<file path="src/rtl/pipelined_shifter_if.sv">
// Handshake bundle for pipelined_shifter: issue side (in_*), result side (out_*) and flush.
interface pipelined_shifter_if #(
  parameter int unsigned WIDTH = 32,
  parameter int unsigned TAG_W = 5
);
  localparam int unsigned SHAMT_W = $clog2(WIDTH);

  logic               flush;
  logic               in_valid;
  logic               in_ready;
  logic [2:0]         in_op;
  logic [WIDTH-1:0]   in_src;
  logic [SHAMT_W-1:0] in_shamt;
  logic [TAG_W-1:0]   in_tag;
  logic               out_valid;
  logic               out_ready;
  logic [WIDTH-1:0]   out_data;
  logic [TAG_W-1:0]   out_tag;

  modport master (
    output flush, in_valid, in_op, in_src, in_shamt, in_tag, out_ready,
    input  in_ready, out_valid, out_data, out_tag
  );

  modport slave (
    input  flush, in_valid, in_op, in_src, in_shamt, in_tag, out_ready,
    output in_ready, out_valid, out_data, out_tag
  );
endinterface

</file>
<file path="src/rtl/pipelined_shifter.sv">
// Pipelined barrel shifter/rotator: log-shift levels spread over STAGES register stages
// with a valid/ready handshake, backpressure, flush and a pass-through tag.
module pipelined_shifter #(
  parameter int unsigned WIDTH  = 32,
  parameter int unsigned STAGES = 2,
  parameter int unsigned TAG_W  = 5
) (
  input logic                clk,
  input logic                rst,
  pipelined_shifter_if.slave bus
);
  localparam int unsigned SHAMT_W = $clog2(WIDTH);
  localparam int unsigned BASE    = SHAMT_W / STAGES;
  localparam int unsigned REM     = SHAMT_W % STAGES;

  // First shift level handled by stage s; earlier stages absorb the remainder.
  function automatic int unsigned lvl_lo(input int unsigned s);
    return s * BASE + ((s < REM) ? s : REM);
  endfunction

  function automatic logic [WIDTH-1:0] shift_level(input logic [2:0] op,
                                                   input logic [WIDTH-1:0] d,
                                                   input int unsigned amt);
    logic [WIDTH-1:0] r;
    case (op)
      3'b000:  r = d << amt;
      3'b001:  r = d >> amt;
      3'b010:  r = $signed(d) >>> amt;
      3'b011:  r = (d << amt) | (d >> (WIDTH - amt));
      3'b100:  r = (d >> amt) | (d << (WIDTH - amt));
      default: r = d;
    endcase
    return r;
  endfunction

  logic in_ready;

  for (genvar s = 0; s < STAGES; s++) begin : g_stage
    localparam int unsigned LO   = lvl_lo(s);
    localparam int unsigned HI   = lvl_lo(s + 1);
    localparam bit          LAST = (s == STAGES - 1);

    logic               v_in;
    logic [WIDTH-1:0]   d_in;
    logic [2:0]         op_in;
    logic [SHAMT_W-1:LO] sh_in;
    logic [TAG_W-1:0]   tag_in;
    logic               adv, nxt_adv, load;
    logic               valid_d, valid_q;
    logic [WIDTH-1:0]   data_d, data_q;
    logic [TAG_W-1:0]   tag_q;

    if (s == 0) begin : g_src
      assign v_in   = bus.in_valid & in_ready;
      assign d_in   = bus.in_src;
      assign op_in  = bus.in_op;
      assign sh_in  = bus.in_shamt;
      assign tag_in = bus.in_tag;
    end else begin : g_src
      assign v_in   = g_stage[s-1].valid_q;
      assign d_in   = g_stage[s-1].data_q;
      assign op_in  = g_stage[s-1].g_carry.op_q;
      assign sh_in  = g_stage[s-1].g_carry.shamt_q;
      assign tag_in = g_stage[s-1].tag_q;
    end

    if (LAST) begin : g_adv
      assign nxt_adv = bus.out_ready;
    end else begin : g_adv
      assign nxt_adv = g_stage[s+1].adv;
    end

    assign adv     = ~valid_q | nxt_adv;
    assign load    = adv & v_in & ~bus.flush;
    assign valid_d = bus.flush ? 1'b0 : (adv ? v_in : valid_q);

    always_comb begin
      data_d = d_in;
      for (int unsigned k = LO; k < HI; k++) begin
        if (sh_in[k]) data_d = shift_level(op_in, data_d, 32'd1 << k);
      end
    end

    // Data/tag only load with a real op, so the last stage holds its result when empty.
    always_ff @(posedge clk or posedge rst) begin
      if (rst) begin
        valid_q <= 1'b0;
        data_q  <= '0;
        tag_q   <= '0;
      end else begin
        valid_q <= valid_d;
        if (load) begin
          data_q <= data_d;
          tag_q  <= tag_in;
        end
      end
    end

    // Op and the not-yet-applied shamt bits only exist where a later stage consumes them.
    if (!LAST) begin : g_carry
      logic [2:0]          op_q;
      logic [SHAMT_W-1:HI] shamt_q;

      always_ff @(posedge clk or posedge rst) begin
        if (rst) begin
          op_q    <= '0;
          shamt_q <= '0;
        end else if (load) begin
          op_q    <= op_in;
          shamt_q <= sh_in[SHAMT_W-1:HI];
        end
      end
    end
  end

  assign in_ready      = ~rst & ~bus.flush & g_stage[0].adv;
  assign bus.in_ready  = in_ready;
  assign bus.out_valid = g_stage[STAGES-1].valid_q;
  assign bus.out_data  = g_stage[STAGES-1].data_q;
  assign bus.out_tag   = g_stage[STAGES-1].tag_q;
endmodule

</file>
<file path="src/flat_wrapper.sv">
// flat-port wrapper written by rule: the top's interface ports become plain ports
module pipelined_shifter_flat 
#(
  parameter int unsigned WIDTH  = 32,
  parameter int unsigned STAGES = 2,
  parameter int unsigned TAG_W  = 5
)
  (clk, rst, bus_flush, bus_in_valid, bus_in_op, bus_in_src, bus_in_shamt, bus_in_tag, bus_out_ready, bus_in_ready, bus_out_valid, bus_out_data, bus_out_tag);
  pipelined_shifter_if #(.WIDTH(WIDTH), .TAG_W(TAG_W)) bus_i ();
  input logic clk;
  input logic rst;
  input wire logic [$bits(bus_i.flush)-1:0] bus_flush;
  input wire logic [$bits(bus_i.in_valid)-1:0] bus_in_valid;
  input wire logic [$bits(bus_i.in_op)-1:0] bus_in_op;
  input wire logic [$bits(bus_i.in_src)-1:0] bus_in_src;
  input wire logic [$bits(bus_i.in_shamt)-1:0] bus_in_shamt;
  input wire logic [$bits(bus_i.in_tag)-1:0] bus_in_tag;
  input wire logic [$bits(bus_i.out_ready)-1:0] bus_out_ready;
  output wire logic [$bits(bus_i.in_ready)-1:0] bus_in_ready;
  output wire logic [$bits(bus_i.out_valid)-1:0] bus_out_valid;
  output wire logic [$bits(bus_i.out_data)-1:0] bus_out_data;
  output wire logic [$bits(bus_i.out_tag)-1:0] bus_out_tag;
  assign bus_i.flush = bus_flush;
  assign bus_i.in_valid = bus_in_valid;
  assign bus_i.in_op = bus_in_op;
  assign bus_i.in_src = bus_in_src;
  assign bus_i.in_shamt = bus_in_shamt;
  assign bus_i.in_tag = bus_in_tag;
  assign bus_i.out_ready = bus_out_ready;
  assign bus_in_ready = bus_i.in_ready;
  assign bus_out_valid = bus_i.out_valid;
  assign bus_out_data = bus_i.out_data;
  assign bus_out_tag = bus_i.out_tag;
  pipelined_shifter #(.WIDTH(WIDTH), .STAGES(STAGES), .TAG_W(TAG_W)) u_core (.clk(clk), .rst(rst), .bus(bus_i));
endmodule
</file>
<file path="config.mk">
export PLATFORM = sky130hd
export DESIGN_NAME = pipelined_shifter_flat
export DESIGN_NICKNAME = d
export VERILOG_FILES = /design/src/rtl/pipelined_shifter_if.sv /design/src/rtl/pipelined_shifter.sv /design/src/flat_wrapper.sv
export SDC_FILE = /design/constraint.sdc
export NUM_CORES = 1
export LEC_CHECK = 0
export CAP_MARGIN = 10
export CORE_UTILIZATION = 40
export DETAILED_ROUTE_END_ITERATION = 16
export GPL_TIMING_DRIVEN = 0
export SETUP_SLACK_MARGIN = 0.3
export SLEW_MARGIN = 10
export SYNTH_ARGS = -nofsm -noshare
export SYNTH_HDL_FRONTEND = slang
export SYNTH_SLANG_ARGS = --single-unit
</file>
<file path="constraint.sdc">
create_clock -name clk -period 5.5 [get_ports clk]
set_clock_uncertainty 0.1 [all_clocks]
set_input_delay 0.55 -clock clk [delete_from_list [all_inputs] [get_ports clk]]
set_output_delay 0.55 -clock clk [all_outputs]
set_load 0.03 [all_outputs]
</file>
# ---- Word-level counts from Yosys, hierarchy flattened
# Index checks and enable logic that the tools add are counted.
dict set report totals {
  output_inout_bits 39
  register_bits 81
}
dict set report classes {
  reduce_logical 5
  bitwise_logic 22
  n_mux 14
  eq_ne 8
}
# operator n
set op_table {}
lappend op_table {{$pmux 32 s5} 4}
lappend op_table {{$mux 32} 5}
lappend op_table {{$pmux 32 s4} 1}
lappend op_table {{$or 24x32->32} 1}
lappend op_table {{$or 28x32->32} 1}
lappend op_table {{$or 30x32->32} 1}
lappend op_table {{$or 31x32->32} 1}
lappend op_table {{$or 32x1->32} 1}
lappend op_table {{$or 32x16->32} 1}
lappend op_table {{$or 32x2->32} 1}
lappend op_table {{$or 32x4->32} 1}
lappend op_table {{$or 32x8->32} 1}
lappend op_table {{$eq 3x2->1 const B} 4}
lappend op_table {{$and 1x1->1} 7}
lappend op_table {{$eq 3x1->1 const B} 2}
lappend op_table {{$eq 3x3->1 const B} 2}
lappend op_table {{$logic_not 3->1} 2}
lappend op_table {{$mux 1} 4}
lappend op_table {{$not 1->1} 4}
lappend op_table {{$reduce_bool 2->1} 2}
lappend op_table {{$or 1x1->1} 2}
lappend op_table {{$reduce_or 2->1} 1}

# ---- Depth between registers and ports, before layout
# Gate-level depths: netlist of the first run.
dict set report logic_depth {
  depth_word 9
  depth_mapped 10
}

# ---- Worst setup path before layout of the first run
# Ideal clock, no wire load.
dict set report synth_path {
  path_kind {input -> register}
  startpoint {input bus_in_shamt[0]}
  endpoint {register u_core.g_stage[0].data_q[20]}
  t_required_ns 5.260
  setup_time_ns 0.140
  stages 6
  slack_ns 3.160
  arrival_ns 2.099
  cell_sequence {buf_2 -> inv_1 -> clkbuf_1 -> mux4_2 -> a221oi_1 -> o211ai_1}
}
dict set report synth_via {
  elab_chain_cells 7
  elab_cells_between_ends 9
}
# element line
set synth_rtl {}
lappend synth_rtl {{from (decl)} flat_wrapper.sv:16} ;# input wire logic [$bits(bus_i.in_shamt)-1:0] bus_in_shamt;
lappend synth_rtl {{$mux 32 (*)} pipelined_shifter.sv:80} ;# if (sh_in[k]) data_d = shift_level(op_in, data_d, 32'd1 << k);
lappend synth_rtl {{$or 30x32->32 or $or 32x2->32 (tied branches)} {pipelined_shifter.sv:30, pipelined_shifter.sv:29}}
lappend synth_rtl {{$pmux 32 s5} pipelined_shifter.sv:25} ;# case (op)
lappend synth_rtl {{$mux 32 (*)} pipelined_shifter.sv:80}
lappend synth_rtl {{$or 28x32->32 or $or 32x4->32 (tied branches)} {pipelined_shifter.sv:30, pipelined_shifter.sv:29}}
lappend synth_rtl {{$pmux 32 s5} pipelined_shifter.sv:25}
lappend synth_rtl {{$mux 32 (*)} pipelined_shifter.sv:80}
lappend synth_rtl {{to (signal assigned)} pipelined_shifter.sv:93} ;# data_q <= data_d;
lappend synth_rtl {{to (decl)} pipelined_shifter.sv:50} ;# logic [WIDTH-1:0] data_d, data_q;
# Every way passes the cells marked *; elsewhere a longest branch is shown, timed or not.
# A chain may end at the register's enable or synchronous reset.

# ---- Worst setup path in the final report of the first run
dict set report layout_path {
  startpoint {input bus_in_op[2]}
  endpoint {register u_core.g_stage[0].data_q[27]}
}
dict set report layout_via {
  elab_chain_cells 9
  elab_cells_between_ends 15
}
# element line
set layout_rtl {}
lappend layout_rtl {{from (decl)} flat_wrapper.sv:14} ;# input wire logic [$bits(bus_i.in_op)-1:0] bus_in_op;
lappend layout_rtl {{$eq 3x3->1, or another cell as far along} pipelined_shifter.sv:25}
lappend layout_rtl {{$pmux 32 s5} pipelined_shifter.sv:25}
lappend layout_rtl {{$mux 32} pipelined_shifter.sv:80}
lappend layout_rtl {{$or 30x32->32 or $or 32x2->32 (tied branches)} {pipelined_shifter.sv:30, pipelined_shifter.sv:29}}
lappend layout_rtl {{$pmux 32 s5} pipelined_shifter.sv:25}
lappend layout_rtl {{$mux 32} pipelined_shifter.sv:80}
lappend layout_rtl {{$or 28x32->32 or $or 32x4->32 (tied branches)} {pipelined_shifter.sv:30, pipelined_shifter.sv:29}}
lappend layout_rtl {{$pmux 32 s5} pipelined_shifter.sv:25}
lappend layout_rtl {{$mux 32 (*)} pipelined_shifter.sv:80}
# Marked as above.

==> reports/summary.txt, run 1 <==
Min-Delay Startpoint: u_core.g_stage[0].tag_q[2]
Async SR Flop Fraction: 100.0%
Syn nets: 968
YS warnings: 0
Post-synthesis sequential element count: 81
Final Max Slew Viols: 0
Clock tree from TritonCTS: done
Place WS: 1.980 ns
Crit share post-route: 60.32%
Initial antenna violation count: 0
Ant diodes: 0
Min Tclk post-route: 3.317 ns
Clock Latency Late Sink: 0.35 ns
Largest net degree at the start of global routing: 66
Clock buffer depth: 2
DR WL met2: 15.58 mm
Vias in the first global route: 8,457
Post-synth EDFFs: 0
Post-CTS sizing: 0
Crit path launch type: input pin
Antenna-violating nets left: 0
Clock sink count: 81
Fmax: 0.3014 GHz
DIE WIDTH: 135.8 um
I/O pin cnt: 89
Power Density: 348.3 nW/um^2
Sequential cell area fraction in the yosys report: 28.31%
Crit path max fanout: 10
Worst Tran Pin Value: 1.103 ns
Reg area: 2027 um^2
Status: finished, final reports clean
Total CTS buffers: 9
M1 WL: 14.12 mm
Synth top area share: 28.31%
Max cap viols: 0
Area of the mapped netlist: 7161 um^2
DR WL/cell: 29.08 um
Clk root buf: clkbuf_16
Port buffer count: 86
Setup bufs post-CTS: 0
Synth area leader: dfrtp_1
Vias per inst: 7.097
Area of the multi-input gates: 4678 um^2
Post-Syn Instances: 918
Reg2Reg Setup Slack: 2.74 ns
Initial Utilization: 41.11%
FF-to-FF path depth: 8
Setup slack after layout: 2.183 ns
Hold Path Stages: 2
Via count: 8,843
Top Metal Used: met4
Clock-pin slew on the worst setup and hold paths: 0.07 ns
H-tree depth: 3
Peak VDD IR: 0.2216 mV
Unrepaired setup endpoints after global routing: no
Reg-to-reg startpoint: u_core.g_stage[0].g_carry.op_q[0]
DRC Markers: 0
Placement Rows: 48
Critical Path AT: 3.47 ns
Fillers: 1,758
Crit path kind: input pin to register
Top cells by area, synth: dfrtp_1 28%, nor2_1 6.2%, o21ai_0 5.2%
Layout cells sized above 1: 10.09%
Worst rel slew slack: 25.89%
Detailed placement HPWL: 27.44 mm
Hold buffer count at CTS: 0
Global placer's final weighted congestion: 1.057
Worst Hold Class: register to register
Endpoints failing setup: 0
Critical Path RT: 5.65 ns
Total die area: 18,440 um^2
Core area: 17,420 um^2
Endpoint, Worst Hold: u_core.bus.out_tag[2]
Main flop type after synthesis: dfrtp_1
CP endpoint kind: register
Routed wl met3: 4.307 mm
Vert. Die Dim: 135.8 um
Total Wirelength: 36.23 mm
Area Overhead vs Synth: 21.33%
Final Hold Vio Count: 0
First-pass GRT wire length: 53.50 mm
Number of DRC markers in iteration 0: 1,357
Total track usage: 39.75%
Avg Inst Size Synth: 7.800 um^2
Final hold slack: 0.3552 ns
Post-synth cell types: 90
Final TNS setup: 0 ns
PnR Total Power: 3026 uW
Leak pwr: 0.003378 uW
Final nets: 1,066
GRT overflow: 0
TritonRoute pass-1 iters: 8
R2R Path End: u_core.bus.out_data[29]
## placed cells by master, fill, tap and decap left out, types with 11 or more instances in the layout
master | synthesis | layout
o22ai_1 | 11 | 11
o21ai_0 | 75 | 75
a221o_1 | 19 | 19
a221oi_1 | 32 | 32
a211oi_1 | 19 | 19
or3_1 | 13 | 13
mux2i_1 | 24 | 24
nand2_1 | 98 | 98
o211ai_1 | 21 | 21
nand3_1 | 21 | 21
a21oi_1 | 64 | 64
nor2_1 | 118 | 118
clkbuf_1 | 37 | 37
nor3_1 | 17 | 17
clkdlybuf4s50_1 | 0 | 86
dfrtp_1 | 81 | 81
a31oi_1 | 20 | 20
a21o_1 | 13 | 13
buf_2 | 33 | 33
a22oi_1 | 13 | 13
## registers in the layout, summed over array words and instances, names as in the netlist
register / flops
u_core.g_stage.valid_q: 1
u_core.g_stage.g_carry.shamt_q: 2
u_core.bus.out_data: 32
u_core.g_stage.tag_q: 5
u_core.g_stage.data_q: 32
u_core.g_stage.g_carry.op_q: 3
u_core.bus.out_valid: 1
u_core.bus.out_tag: 5
## cells by family (layout without fill, tap and decap cells)
family                 Yosys count  in the layout  synth area share [%]
buffers and inverters           93            196                 6.360
AND/OR/NAND/NOR                313            313                 19.83
flip-flops                      81             81                 28.31
AO/OA/AOI/OAI                  392            392                 39.47
XOR/XNOR                         3              3                0.4719
multiplexers                    36             36                 5.557
## layout make-up
type                       instances  area share (%)
inverter                           9          0.4176
multi-input combinational        744           53.85
buffer                            84           4.853
clock inverter                     7           1.498
clock buffer                       9           2.592
timing repair buffer              87           10.22
tap                              225           3.240
sequential                        81           23.33
## through the flow
| stage | instances | cell area, um^2 | util, % |
|---|---|---|---|
| 6_report | 1246 | 8688 | 49.89 |
| 3_3_place_gp | 1229 | 8303 | 47.67 |
| 2_1_floorplan | 918 | 7161 | - |
| 5_1_grt | 1246 | 8688 | 49.89 |
| 4_1_cts | 1246 | 8688 | 49.89 |
| 3_5_place_dp | 1230 | 8333 | 47.84 |
## worst max path at each step
stage | start | endpoint | slack, ns | cells past startpoint
2_1_floorplan | rst | u_core.bus.out_data[0] | 2.77 | 1
3_5_place_dp | bus_flush | u_core.g_stage[0].data_q[16] | 1.98 | 7
5_1_grt | bus_flush | u_core.g_stage[0].data_q[16] | 2.19 | 7
6_report | bus_in_op[2] | u_core.g_stage[0].data_q[27] | 2.18 | 7
3_3_place_gp | rst | u_core.g_stage[0].data_q[12] | 1.39 | 2
4_1_cts | bus_in_op[2] | u_core.g_stage[0].data_q[27] | 2.35 | 7
## worst max-delay path, cell delays in order
cell and delay [ns]:
clkdlybuf4s50_1 0.64, buf_2 0.30, inv_2 0.10, nor3_1 0.90, a311o_1 0.43, o21ai_1 0.22
a221oi_2 0.32
## cells in the mapped netlist, types with 3 or more instances
master	instances
a211o_1	7
a211oi_1	19
a21o_1	13
a21oi_1	64
a221o_1	19
a221oi_1	32
a221oi_2	3
a22oi_1	13
a31oi_1	20
a32o_1	4
a32oi_1	4
and2_1	8
and3_1	4
buf_2	33
buf_4	5
buf_6	6
clkbuf_1	37
dfrtp_1	81
inv_1	8
mux2_2	8
mux2i_1	24
nand2_1	98
nand2b_1	3
nand3_1	21
nor2_1	118
nor2b_1	4
nor3_1	17
nor3b_1	5
o211a_1	5
o211ai_1	21
o21a_1	7
o21ai_0	75
o21ai_1	9
o221a_2	5
o221ai_1	9
o22a_1	4
o22ai_1	11
o2bb2ai_1	6
o31ai_1	4
o32ai_1	3
or2_2	3
or3_1	13
## routing by layer
layer / vias up / GRT usage (%)
li1: 3741 / -
met1: 4201 / 50.37
met2: 721 / 59.55
met3: 180 / 11.52
met4: 0 / 23.41
met5: - / 1.389
## where the power goes
group / total [uW] / internal [uW] / switching [uW]
registers: 925 / 757 / 168
logic: 1370 / 505 / 868
clock network: 729 / 453 / 275
total: 3030 / 1710 / 1310
Note: power is estimated with default switching activity, not from simulation.
==> run 2: changes to the inputs <==
- clock period: 5.5 -> 3.4 ns (I/O delays scaled with it)
==> run 2 against run 1 <==
Against the previous run: design area is 0.12% higher; combinational power increased by 62%; first-iteration DRC count fell by 4.0%; clock power increased by 62%; largest cell class unchanged; setup slack lost 1.9 ns; critical path depth stayed put; die area unchanged.
==> reports/summary.txt, run 2 (synthesized netlist as in run 1, its figures left out) <==
Total die area: 18,440 um^2 (unchanged)
Global placer's final weighted congestion: 1.057 (unchanged)
Detailed placement HPWL: 27.44 mm (unchanged)
H-tree depth: 3 (unchanged)
Leak pwr: 0.003381 uW (about the same)
Most frequent cells in the layout: 118 x nor2_1, 98 x nand2_1, 86 x clkdlybuf4s50_1
Setup slack after layout: 0.2806 ns (-1.902 ns)
Vias per inst: 7.046 (-0.72%)
Power Density: 563.2 nW/um^2 (+62%)
Sw frac: 43.38% (about the same)
Min Tclk post-route: 3.119 ns
Ant diodes: 0 (unchanged)
DR WL/cell: 29.02 um (-0.21%)
Crit path launch type: input pin
Place WS: 0.08982 ns (-1.890 ns)
Worst Hold Class: input pin to asynchronous set/reset pin
Fillers: 1,756 (-0.11%)
Total CTS buffers: 9 (unchanged)
Slowest-stage cell, CP: clkdlybuf4s50_1
Worst rel slew slack: 33.33% (+7.4 points)
Clock Latency Late Sink: 0.35 ns (about the same)
Initial antenna violation count: 0 (unchanged)
Max cap viols: 0 (unchanged)
Final nets: 1,066 (unchanged)
Fraction of power consumed by sequential logic: 30.6% (about the same)
DIE WIDTH: 135.8 um (unchanged)
DRC Markers: 0 (unchanged)
CP endpoint kind: register
Buf/Inv on CP: 2 (-1)
Clock sink count: 81 (unchanged)
Critical Path RT: 3.59 ns (-2.06 ns)
Post-CTS sizing: 0 (unchanged)
Final Hold Vio Count: 0 (unchanged)
Largest net degree at the start of global routing: 66 (unchanged)
CP max stage delay: 0.66 ns (-0.24 ns)
Peak VDD IR: 0.3592 mV (+62%)
Fmax: 0.3206 GHz
Clock share of power: 24.1% (about the same)
Most common cell after layout, fill and taps aside: nor2_1
Util after Layout: 49.94% (+0.057 points)
Combinational group share of total power: 45.3% (about the same)
Worst Tran Pin Value: 0.9976 ns (-0.1057 ns)
Psw: 2125 uW (+62%)
Via count: 8,779 (-0.72%)
Crit share post-route: 91.75%
Total track usage: 39.75% (unchanged)
Crit path max-delay family: compound AO/OA/AOI/OAI gates
TritonRoute pass-1 iters: 6 (-2)
Crit path cell chain: clkdlybuf4s50_1 -> buf_2 -> nor4bb_1 -> a221o_1 -> a221oi_1 -> o21ai_0 -> o221a_2
Critical Path AT: 3.31 ns (-0.16 ns)
Layout cells sized above 1: 10.28% (+0.20 points)
Clk root buf: clkbuf_16
Port buffer count: 86 (unchanged)
Hold buffer count at CTS: 0 (unchanged)
Unrepaired setup endpoints after global routing: no
GRT overflow: 0 (unchanged)
Internal power: 2774 uW (+62%)
Clock-pin slew on the worst setup and hold paths: 0.07 ns (about the same)
Crit path max fanout: 10 (unchanged)
Crit path kind: input pin to register
Endpoints failing setup: 0 (unchanged)
Placement Rows: 48 (unchanged)
Area Overhead vs Synth: 21.47%
First-pass GRT wire length: 53.50 mm (unchanged)
Placed Area: 8333 um^2 (unchanged)
Final Max Slew Viols: 0 (unchanged)
I/O pin cnt: 89 (unchanged)
Antenna-violating nets left: 0 (unchanged)
Clock buffer depth: 2 (unchanged)
Vias in the first global route: 8,457 (unchanged)
Initial Utilization: 41.11% (unchanged)
Number of DRC markers in iteration 0: 1,303 (-4.0%)
Setup bufs post-CTS: 0 (unchanged)
Final hold slack: 0.2472 ns (-0.1080 ns)
PnR Total Power: 4899 uW (+62%)
Status: finished, final reports clean
Core area: 17,420 um^2 (unchanged)
Vert. Die Dim: 135.8 um (unchanged)
Total Wirelength: 36.15 mm (-0.21%)
Clock tree from TritonCTS: done
Cell area after layout: 8698 um^2 (+0.12%)
[run 2: cell counts in the layout (fill, tap and decap cells not counted)]
No cell type changed its count.
[run 2: worst register-to-register path, cell delays in order (launching register included)]
cell and delay (ns):
dfrtp_1 0.45, o21ai_0 0.53, and2_0 0.20, clkbuf_1 0.19, clkbuf_1 0.43, nor2_1 0.10, a31oi_1 0.33, o21ai_0 0.13
o21ai_0 0.22
[run 2: per-stage QoR]
| stage | cells | TNS [ns] |
|---|---|---|
| after CTS | 1246 | 0 |
| after floorplan | 918 | 0 |
| final | 1246 | 0 |
| after detailed placement | 1230 | 0 |
| after global routing | 1246 | 0 |
| after global placement | 1229 | -39.94 |
[run 2: cell type report]
cell class | count | area (um^2) | area share, %
Multi-Input combinational cell | 744 | 4688 | 53.90
Sequential cell | 81 | 2027 | 23.30
Timing Repair Buffer | 87 | 888.4 | 10.21
Buffer | 84 | 421.7 | 4.848
Tap cell | 225 | 281.5 | 3.236
Clock buffer | 9 | 225.2 | 2.589
Clock inverter | 7 | 130.1 | 1.496
Inverter | 9 | 36.28 | 0.4171
[run 2: per-layer routing]
| metal | wire (um) | up-vias | global-route usage [%] |
|---|---|---|---|
| met1 | 14040 | 4154 | 50.37 |
| met2 | 15490 | 712 | 59.55 |
| met4 | 2264 | 0 | 23.41 |
| met3 | 4361 | 170 | 11.52 |
| li1 | - | 3743 | - |
| met5 | 0 | - | 1.389 |
[run 2: path summary, 6_finish.rpt]
path                                                    from                            to  slack [ns]  cells past startpoint
hold reg to reg                   u_core.g_stage[0].tag_q[2]         u_core.bus.out_tag[2]        0.36                      2
setup / recovery                                bus_in_op[2]  u_core.g_stage[0].data_q[12]        0.28                      7
max in group asynchronous                                rst       u_core.bus.out_data[24]        2.37                      3
hold / removal                                           rst         u_core.bus.out_tag[0]        0.25                      2
min in group clk                  u_core.g_stage[0].tag_q[2]         u_core.bus.out_tag[2]        0.36                      2
setup reg to reg           u_core.g_stage[0].g_carry.op_q[1]       u_core.bus.out_data[29]        0.63                      8
[run 2: power by group through the flow]
stage | Sequential, uW | Combinational, uW | Clock (uW)
after global routing | 1520 | 2340 | 1240
final | 1500 | 2220 | 1180
after detailed placement | 1500 | 2160 | 0
after CTS | 1490 | 2160 | 1190
after global placement | 1500 | 2160 | 0
after floorplan | 1710 | 1020 | 0
